## config.mk

```make
export PLATFORM = sky130hd
export DESIGN_NAME = load_store_unit
export DESIGN_NICKNAME = d
export VERILOG_FILES = /design/src/rtl/load_store_unit.sv
export SDC_FILE = /design/constraint.sdc
export NUM_CORES = 1
export LEC_CHECK = 0
export ABC_AREA = 0
export CAP_MARGIN = 10
export CORE_MARGIN = 8
export CORE_UTILIZATION = 37
export CTS_CLUSTER_DIAMETER = 120
export DETAILED_ROUTE_END_ITERATION = 8
export GPL_ROUTABILITY_DRIVEN = 0
export PLACE_DENSITY = 0.74
export SLEW_MARGIN = 5
export SYNTH_ARGS = -nofsm -noshare
export SYNTH_HDL_FRONTEND = slang
export SYNTH_SLANG_ARGS = --single-unit
```

## constraint.sdc

```tcl
create_clock -name clk -period 3.8 [get_ports clk]
set_input_delay 0.76 -clock clk [delete_from_list [all_inputs] [get_ports clk]]
set_output_delay 0.76 -clock clk [all_outputs]
set_load 0.03 [all_outputs]
```

## src/rtl/load_store_unit.sv

```systemverilog
// Load/store unit: multi-cycle RV32I LB/LH/LW/LBU/LHU/SB/SH/SW stage.
// It drives a word-wide request/acknowledge data-memory bus and returns
// sign- or zero-extended load data for register write-back.
// Define LOAD_STORE_UNIT_STATS_EN to add saturating load/store/fault counters.
module load_store_unit #(
  parameter int unsigned TIMEOUT_CYCLES = 255
) (
  input  logic        clk,
  input  logic        rst,
  input  logic        start,
  input  logic        op_store,
  input  logic [2:0]  funct3,
  input  logic [31:0] addr,
  input  logic [31:0] store_data,
  output logic        busy,
  output logic        done,
  output logic [31:0] load_data,
  output logic        err,
  output logic [1:0]  err_code,
  output logic        mem_req,
  output logic        mem_we,
  output logic [31:0] mem_addr,
  output logic [3:0]  mem_be,
  output logic [31:0] mem_wdata,
  input  logic [31:0] mem_rdata,
  input  logic        mem_ack
`ifdef LOAD_STORE_UNIT_STATS_EN
  ,
  output logic [15:0] stat_loads,
  output logic [15:0] stat_stores,
  output logic [15:0] stat_faults
`endif
);

  typedef enum logic [1:0] {
    S_IDLE = 2'd0,
    S_REQ  = 2'd1,
    S_RESP = 2'd2
  } state_t;

  localparam logic [1:0] CODE_NONE    = 2'b00;
  localparam logic [1:0] CODE_MISALIGN = 2'b01;
  localparam logic [1:0] CODE_ILLEGAL = 2'b10;
  localparam logic [1:0] CODE_TIMEOUT = 2'b11;

  localparam logic [31:0] TIMEOUT_LIMIT = 32'(TIMEOUT_CYCLES);

  state_t      state_q, state_d;
  logic        op_store_q, op_store_d;
  logic [2:0]  funct3_q, funct3_d;
  logic [1:0]  addr_lo_q, addr_lo_d;
  logic [1:0]  err_code_q, err_code_d;
  logic [31:0] cnt_q, cnt_d;
  logic [31:0] load_data_q, load_data_d;
  logic        mem_we_q, mem_we_d;
  logic [31:0] mem_addr_q, mem_addr_d;
  logic [3:0]  mem_be_q, mem_be_d;
  logic [31:0] mem_wdata_q, mem_wdata_d;

  logic        start_legal;
  logic        start_misaligned;
  logic [1:0]  start_code;
  logic [3:0]  start_be;
  logic [31:0] start_wdata;
  logic [7:0]  rd_byte;
  logic [15:0] rd_half;
  logic [31:0] rd_ext;

  // Decode the incoming request: legality, alignment and store byte lanes.
  always_comb begin
    start_legal      = 1'b0;
    start_misaligned = 1'b0;
    start_be         = 4'b1111;
    start_wdata      = store_data;
    if (op_store) begin
      start_legal = (funct3 == 3'b000) || (funct3 == 3'b001) || (funct3 == 3'b010);
    end else begin
      start_legal = (funct3 == 3'b000) || (funct3 == 3'b001) || (funct3 == 3'b010) ||
                    (funct3 == 3'b100) || (funct3 == 3'b101);
    end
    start_misaligned = ((funct3[1:0] == 2'b01) && addr[0]) ||
                       ((funct3[1:0] == 2'b10) && (addr[1:0] != 2'b00));
    if (!start_legal) begin
      start_code = CODE_ILLEGAL;
    end else if (start_misaligned) begin
      start_code = CODE_MISALIGN;
    end else begin
      start_code = CODE_NONE;
    end
    if (op_store) begin
      case (funct3[1:0])
        2'b00: begin
          start_be    = 4'b0001 << addr[1:0];
          start_wdata = {4{store_data[7:0]}};
        end
        2'b01: begin
          start_be    = 4'b0011 << {addr[1], 1'b0};
          start_wdata = {2{store_data[15:0]}};
        end
        default: begin
          start_be    = 4'b1111;
          start_wdata = store_data;
        end
      endcase
    end
  end

  // Select and extend the addressed byte/half from the returned word.
  always_comb begin
    rd_byte = mem_rdata[7:0];
    case (addr_lo_q)
      2'd0:    rd_byte = mem_rdata[7:0];
      2'd1:    rd_byte = mem_rdata[15:8];
      2'd2:    rd_byte = mem_rdata[23:16];
      default: rd_byte = mem_rdata[31:24];
    endcase
    rd_half = addr_lo_q[1] ? mem_rdata[31:16] : mem_rdata[15:0];
    case (funct3_q)
      3'b000:  rd_ext = {{24{rd_byte[7]}}, rd_byte};
      3'b001:  rd_ext = {{16{rd_half[15]}}, rd_half};
      3'b100:  rd_ext = {24'd0, rd_byte};
      3'b101:  rd_ext = {16'd0, rd_half};
      default: rd_ext = mem_rdata;
    endcase
  end

  // Next-state logic. A faulted request still passes through REQ (with the
  // bus request suppressed) so fault and fast-ack accesses share the same
  // two-cycle start-to-done latency.
  always_comb begin
    state_d     = state_q;
    op_store_d  = op_store_q;
    funct3_d    = funct3_q;
    addr_lo_d   = addr_lo_q;
    err_code_d  = err_code_q;
    cnt_d       = cnt_q;
    load_data_d = load_data_q;
    mem_we_d    = mem_we_q;
    mem_addr_d  = mem_addr_q;
    mem_be_d    = mem_be_q;
    mem_wdata_d = mem_wdata_q;
    case (state_q)
      S_IDLE: begin
        if (start) begin
          op_store_d = op_store;
          funct3_d   = funct3;
          addr_lo_d  = addr[1:0];
          err_code_d = start_code;
          cnt_d      = 32'd0;
          state_d    = S_REQ;
          if (start_code == CODE_NONE) begin
            mem_we_d    = op_store;
            mem_addr_d  = {addr[31:2], 2'b00};
            mem_be_d    = start_be;
            mem_wdata_d = start_wdata;
          end
        end
      end
      S_REQ: begin
        if (err_code_q != CODE_NONE) begin
          state_d = S_RESP;
        end else if (mem_ack) begin
          state_d = S_RESP;
          if (!op_store_q) begin
            load_data_d = rd_ext;
          end
        end else if ((TIMEOUT_LIMIT != 32'd0) && ((cnt_q + 32'd1) == TIMEOUT_LIMIT)) begin
          state_d    = S_RESP;
          err_code_d = CODE_TIMEOUT;
        end else begin
          cnt_d = cnt_q + 32'd1;
        end
      end
      S_RESP: begin
        state_d = S_IDLE;
      end
      default: begin
        state_d = S_IDLE;
      end
    endcase
  end

  // State and datapath registers with synchronous reset.
  always_ff @(posedge clk) begin
    if (rst) begin
      state_q     <= S_IDLE;
      op_store_q  <= 1'b0;
      funct3_q    <= 3'b000;
      addr_lo_q   <= 2'b00;
      err_code_q  <= CODE_NONE;
      cnt_q       <= 32'd0;
      load_data_q <= 32'd0;
      mem_we_q    <= 1'b0;
      mem_addr_q  <= 32'd0;
      mem_be_q    <= 4'b0000;
      mem_wdata_q <= 32'd0;
    end else begin
      state_q     <= state_d;
      op_store_q  <= op_store_d;
      funct3_q    <= funct3_d;
      addr_lo_q   <= addr_lo_d;
      err_code_q  <= err_code_d;
      cnt_q       <= cnt_d;
      load_data_q <= load_data_d;
      mem_we_q    <= mem_we_d;
      mem_addr_q  <= mem_addr_d;
      mem_be_q    <= mem_be_d;
      mem_wdata_q <= mem_wdata_d;
    end
  end

  assign busy      = (state_q != S_IDLE);
  assign done      = (state_q == S_RESP);
  assign mem_req   = (state_q == S_REQ) && (err_code_q == CODE_NONE);
  assign mem_we    = mem_we_q && mem_req;
  assign mem_addr  = mem_addr_q;
  assign mem_be    = mem_be_q;
  assign mem_wdata = mem_wdata_q;
  assign load_data = load_data_q;
  assign err       = (err_code_q != CODE_NONE);
  assign err_code  = err_code_q;

`ifdef LOAD_STORE_UNIT_STATS_EN
  logic [15:0] stat_loads_q, stat_loads_d;
  logic [15:0] stat_stores_q, stat_stores_d;
  logic [15:0] stat_faults_q, stat_faults_d;

  // Count each completed access once, faults taking precedence over type.
  always_comb begin
    stat_loads_d  = stat_loads_q;
    stat_stores_d = stat_stores_q;
    stat_faults_d = stat_faults_q;
    if (state_q == S_RESP) begin
      if (err_code_q != CODE_NONE) begin
        if (stat_faults_q != 16'hFFFF) stat_faults_d = stat_faults_q + 16'd1;
      end else if (op_store_q) begin
        if (stat_stores_q != 16'hFFFF) stat_stores_d = stat_stores_q + 16'd1;
      end else begin
        if (stat_loads_q != 16'hFFFF) stat_loads_d = stat_loads_q + 16'd1;
      end
    end
  end

  // Statistics registers, cleared by reset.
  always_ff @(posedge clk) begin
    if (rst) begin
      stat_loads_q  <= 16'd0;
      stat_stores_q <= 16'd0;
      stat_faults_q <= 16'd0;
    end else begin
      stat_loads_q  <= stat_loads_d;
      stat_stores_q <= stat_stores_d;
      stat_faults_q <= stat_faults_d;
    end
  end

  assign stat_loads  = stat_loads_q;
  assign stat_stores = stat_stores_q;
  assign stat_faults = stat_faults_q;
`endif

endmodule

```

# ---- Word level (Yosys, flattened, before mapping)
# Cells that the tools add are included.
dict set report totals {
  regBits 141
  output_inout_bits 107
  in_bits 104
}
dict set report op_classes {
  shifts 2
  muxes 25
  reduce_logical 26
  eq_ne 20
  addsub 1
  bitwise_logic 2
}
# operator count
set ops {}
lappend ops {{32-bit two-way mux} 5}
lappend ops {{32-bit one-hot mux with 2 select lines} 2}
lappend ops {{32-bit one-hot mux with 4 select lines} 1}
lappend ops {{32-bit by 1-bit adder with 32-bit output (second input constant)} 1}
lappend ops {{32-bit by 8-bit == test with 1-bit output (second input constant)} 1}
lappend ops {{8-bit one-hot mux with 3 select lines} 1}
lappend ops {{2-bit two-way mux} 9}
lappend ops {{16-bit two-way mux} 1}
lappend ops {{3-bit == test (second input constant)} 4}
lappend ops {{2-bit zero test} 5}
lappend ops {{2-bit inequality test (second input constant)} 5}
lappend ops {{5-bit AND reduction} 2}
lappend ops {{2-bit one-hot mux with 2 select lines} 2}
lappend ops {{4-bit one-hot mux with 2 select lines} 1}
lappend ops {{2-bit nonzero test} 4}
lappend ops {{2-bit by 1-bit == test with 1-bit output (second input constant)} 3}
lappend ops {{2-bit == test (second input constant)} 3}
lappend ops {{3-bit by 1-bit == test with 1-bit output (second input constant)} 2}
lappend ops {{3-bit zero test} 2}
lappend ops {{1-bit logical OR} 5}
lappend ops {{1-bit logical AND} 4}
lappend ops {{4-bit two-way mux} 1}
lappend ops {{4-bit inequality test (second input constant)} 1}
lappend ops {{2-bit AND reduction} 2}
lappend ops {{7 further kinds} 9}

# ---- Logic depth before layout (Yosys ltp)
dict set report logic_depth {
  ltp_word 9
  ltp_mapped 11
  mapped_depth_nobuf 9
}

# ---- Least setup slack after synthesis
# Ideal clock, no wire load.
dict set report synth_timing {
  path_kind {flip-flop to flip-flop}
  startpoint {register cnt_q[0]}
  endpoint {register cnt_q[17]}
  setup_ns 0.122
  arrival_time_ns 2.866
  synth_period_minus_slack_ns 2.988
  setup_slack_ns 0.812
  path_buffers 2
  required_time_ns 3.678
  stages_incl_launch_ff 12
  path_cell_list {dfxtp_1 > ha_1 > nand3_1 > buf_6 > or4_4 > o31a_1 > a211oi_2 > nand2_1 > o41ai_2 > buf_2 > a2111oi_0 > a221o_1}
}
dict set report synth_via {
  elab_chain_cells 5
}
# item line_no
set synth_lines {}
lappend synth_lines {{start, declared} 53} ;# logic [31:0] cnt_q, cnt_d;
lappend synth_lines {{start signal, assigned} 203} ;# cnt_q <= cnt_d;
lappend synth_lines {{32-bit by 1-bit adder with 32-bit output (*)} {167, 171}}
lappend synth_lines {{branches (longest 4 deep; another with 32-bit by 8-bit == test with 1-bit output)} -}
# Mark *: on every way between the ends. The select of a mux whose other input is x is not followed.
# A chain may end at the register's enable or synchronous reset.

# ---- Worst setup path in the final report
dict set report layout_timing {
  startpoint {register cnt_q[1]}
  endpoint {register cnt_q[11]}
}
# The elaborated chain is that of the path after synthesis.

==> run summary <==
Number of global-route vias before repair: 7,335
PortBufs: 208
Warnings, synthesis: 0
Post_cts resized: 0
DP Worst Slack: 608 ps
Kind of critical path: register to register
Setup Skew: 9.09 ps
CTS tree: built
Crit start category: register
Pwr dens: 400 nW/um^2
Drt wl/cell: 18.0 um
Peak VDD IR: 302 uV
Drt first pass iters: 5
Die width: 155 um
Layout cell share with drive strength beyond 1: 6.27%
# IOs: 211
DR iter-0 viols: 727
DRT antenna net count: 0
Final nets: 1,210
Area Overhead vs Synth: 39.9%
Leakage: 0.00344 uW
Number of synthesized flops with an enable pin: 0
Worst EP arrival: 3620 ps
CP required: 4160 ps
Final setup fails: 0
CTS Buffer Depth: 2
Starting Density: 37.2%
Worst-path clk slew: 60 ps
Syn Area/Cell: 7.67 um^2
Post-Syn Area: 7150 um^2
Final WS setup: 542 ps
Diodes inserted: 0
Status: completed
Largest stage delay, worst path: 550 ps
Slew Viols, Final: 0
Via Count: 7,552
Later-pin clock latency in the skew report: 420 ps
WHS Path Cells: 2
Drt via density: 5.46
Htree depth: 4
Largest net degree at the start of global routing: 57
Clock Sink Count: 141
Root buffer cell: clkbuf_16
Die Area: 24,000 um^2
Worst-path cell chain: ha_1, nand3_1, or4_4, o31a_1, a211oi_2, nand2_1, or4_4, o22ai_4, a221o_1
Global route overflow: 0
DRC errors left: 0
RSZ-0062 raised after global routing: no
F_max: 0.307 GHz
Setup crit end kind: register
Die Y: 155 um
Sequential cell area fraction in the yosys report: 39.5%
DP HPWL: 18,200 um
Slowest-stage cell, CP: or4_4
Post-CTS Hold Buffers: 0
Setup TNS: 0 ps
Postcts setup bufs: 0
Yosys cell types: 67
Worst Reg2Reg Path Length in Cells: 9
Worst-margin pin slew: 882 ps
First-pass GRT wire length: 39,500 um
CP max FO: 12
Tcrit/Tclk final: 85.7%
Final-layout fill cell count: 1,846
Main synth FF type: dfxtp_1
Max-cap violations: 0
DRT Wirelength: 24,900 um
Asr flop ratio synth: 0%
Synthesized flop and latch total: 141
Worst Hold Class: register to register
Number of buffers created by CTS: 17
Initial antenna violation count: 0
Top cell by count, worst path: or4_4
Total GRT Usage: 20.5%
Relative slew slack: 41.2%
Cells after synthesis: 933
Final Hold Viols: 0
Fin crit period: 3260 ps
# rows: 51
Total core area: 19,200 um^2
[layout make-up]
type                            instances  area (um^2)  share of cell area (%)
Inverter                               13         48.8                   0.488
Clock buffer                           23          468                    4.68
Multi-Input combinational cell        701         3950                    39.5
Clock inverter                          9          135                    1.35
Sequential cell                       141         2820                    28.2
Tap cell                              265          332                    3.31
Timing Repair Buffer                  230         2240                    22.4
[power by group]
| part | switching, uW | internal, uW | total [uW] |
|---|---|---|---|
| clock | 646 | 1070 | 1720 |
| combinational | 402 | 301 | 703 |
| sequential | 45.6 | 1540 | 1590 |
| total | 1090 | 2910 | 4010 |
[critical path: cells and delay by family (launching register included)]
family / cells / cell delay (ps)
AND/OR/NAND/NOR: 4 / 1400
adder cells (fa/ha/maj): 1 / 260
AO/OA/AOI/OAI: 4 / 1110
flip-flops: 1 / 430
[synth_stat cells, drive strengths merged, types with 4 or more instances]
library cell,instances,share of area (%)
o21ai,21,1.5
a211oi,39,4.2
o31a,4,0.49
nand3,21,1.6
a221o,8,1.1
or4,9,1.1
o31ai,5,0.52
nor3,34,2.4
and4,10,1.2
o311ai,5,0.61
a22oi,7,0.73
clkbuf,58,3.0
a21oi,96,6.7
nor2,124,6.5
nand4,14,1.6
nand2b,5,0.44
and3,8,0.70
o211ai,6,0.63
nand2,160,8.4
dfxtp,141,39
a311oi,10,1.2
and2,5,0.44
buf,21,1.7
or3,6,0.52
xnor2,5,0.61
a31oi,12,1.0
inv,12,0.63
xor2,5,0.61
nor4,11,1.2
mux2i,17,2.4
a22o,12,1.5
[final timing paths]
path | end | startpoint | slack, ps
worst max-delay path | cnt_q[11] | cnt_q[1] | 540
worst min register to register | mem_we_q | mem_we_q | 450
worst max register to register | cnt_q[11] | cnt_q[1] | 540
worst min-delay path | mem_we_q | mem_we_q | 450
[metrics by stage]
step	hold slack [ps]	std cells	total power (uW)	instance area [um^2]	utilization (%)
3_5_place_dp	442	1350	2320	9400	48.9
6_report	448	1382	4010	10000	52.1
5_1_grt	467	1382	4150	10000	52.1
4_1_cts	450	1382	4030	10000	52.1
2_1_floorplan	432	934	1990	7160	-
3_3_place_gp	438	1350	2310	9400	48.9
[layout by cell type, fill, tap and decap left out, types with 6 or more instances in the layout]
master | synthesis | layout
nor3_1 | 33 | 33
inv_1 | 12 | 12
and3_1 | 8 | 7
o21ai_0 | 20 | 20
and4_1 | 10 | 10
nand4_1 | 12 | 12
mux2i_1 | 17 | 17
a211oi_1 | 38 | 38
clkdlybuf4s50_1 | 0 | 207
nor4_1 | 10 | 10
o211ai_1 | 6 | 6
nand3_1 | 19 | 18
clkbuf_16 | 0 | 17
a221o_1 | 8 | 8
buf_4 | 2 | 23
nor2_1 | 124 | 124
or3_1 | 6 | 6
a31oi_1 | 12 | 12
a22o_1 | 12 | 12
nand2_1 | 160 | 160
or4_1 | 6 | 6
a311oi_1 | 10 | 10
a22oi_1 | 7 | 7
a21oi_1 | 96 | 96
dfxtp_1 | 141 | 141
[sequential cells by signal, summed over array words and instances (netlist names)]
name / flops
addr_lo_q: 2
cnt_q: 32
err_code: 2
funct3_q: 3
load_data: 32
mem_addr: 30
mem_be: 4
mem_wdata: 32
mem_we_q: 1
op_store_q: 1
state_q: 2
[cell families after synthesis]
family | after synthesis | synth area share, %
xor gates and xnor gates | 10 | 1.22
and+or+nand+nor | 422 | 27.9
buffers and inverters | 92 | 5.40
muxes | 20 | 2.85
adders and majority gates | 2 | 0.350
other | 1 | 0.0524
DFF | 141 | 39.5
AOI/OAI and AO/OA | 245 | 22.8
[per-layer routing]
metal | up-vias | share of wire [%] | track usage (%) | wire [um]
li1 | 3689 | - | - | -
met1 | 3513 | 42 | 24.5 | 10300
met2 | 296 | 46 | 32.1 | 11400
met3 | 54 | 9.0 | 7.38 | 2240
met4 | 0 | 3.7 | 9.99 | 920
met5 | - | 0 | 0 | 0
No activity file was read; power rests on OpenSTA's default activity.
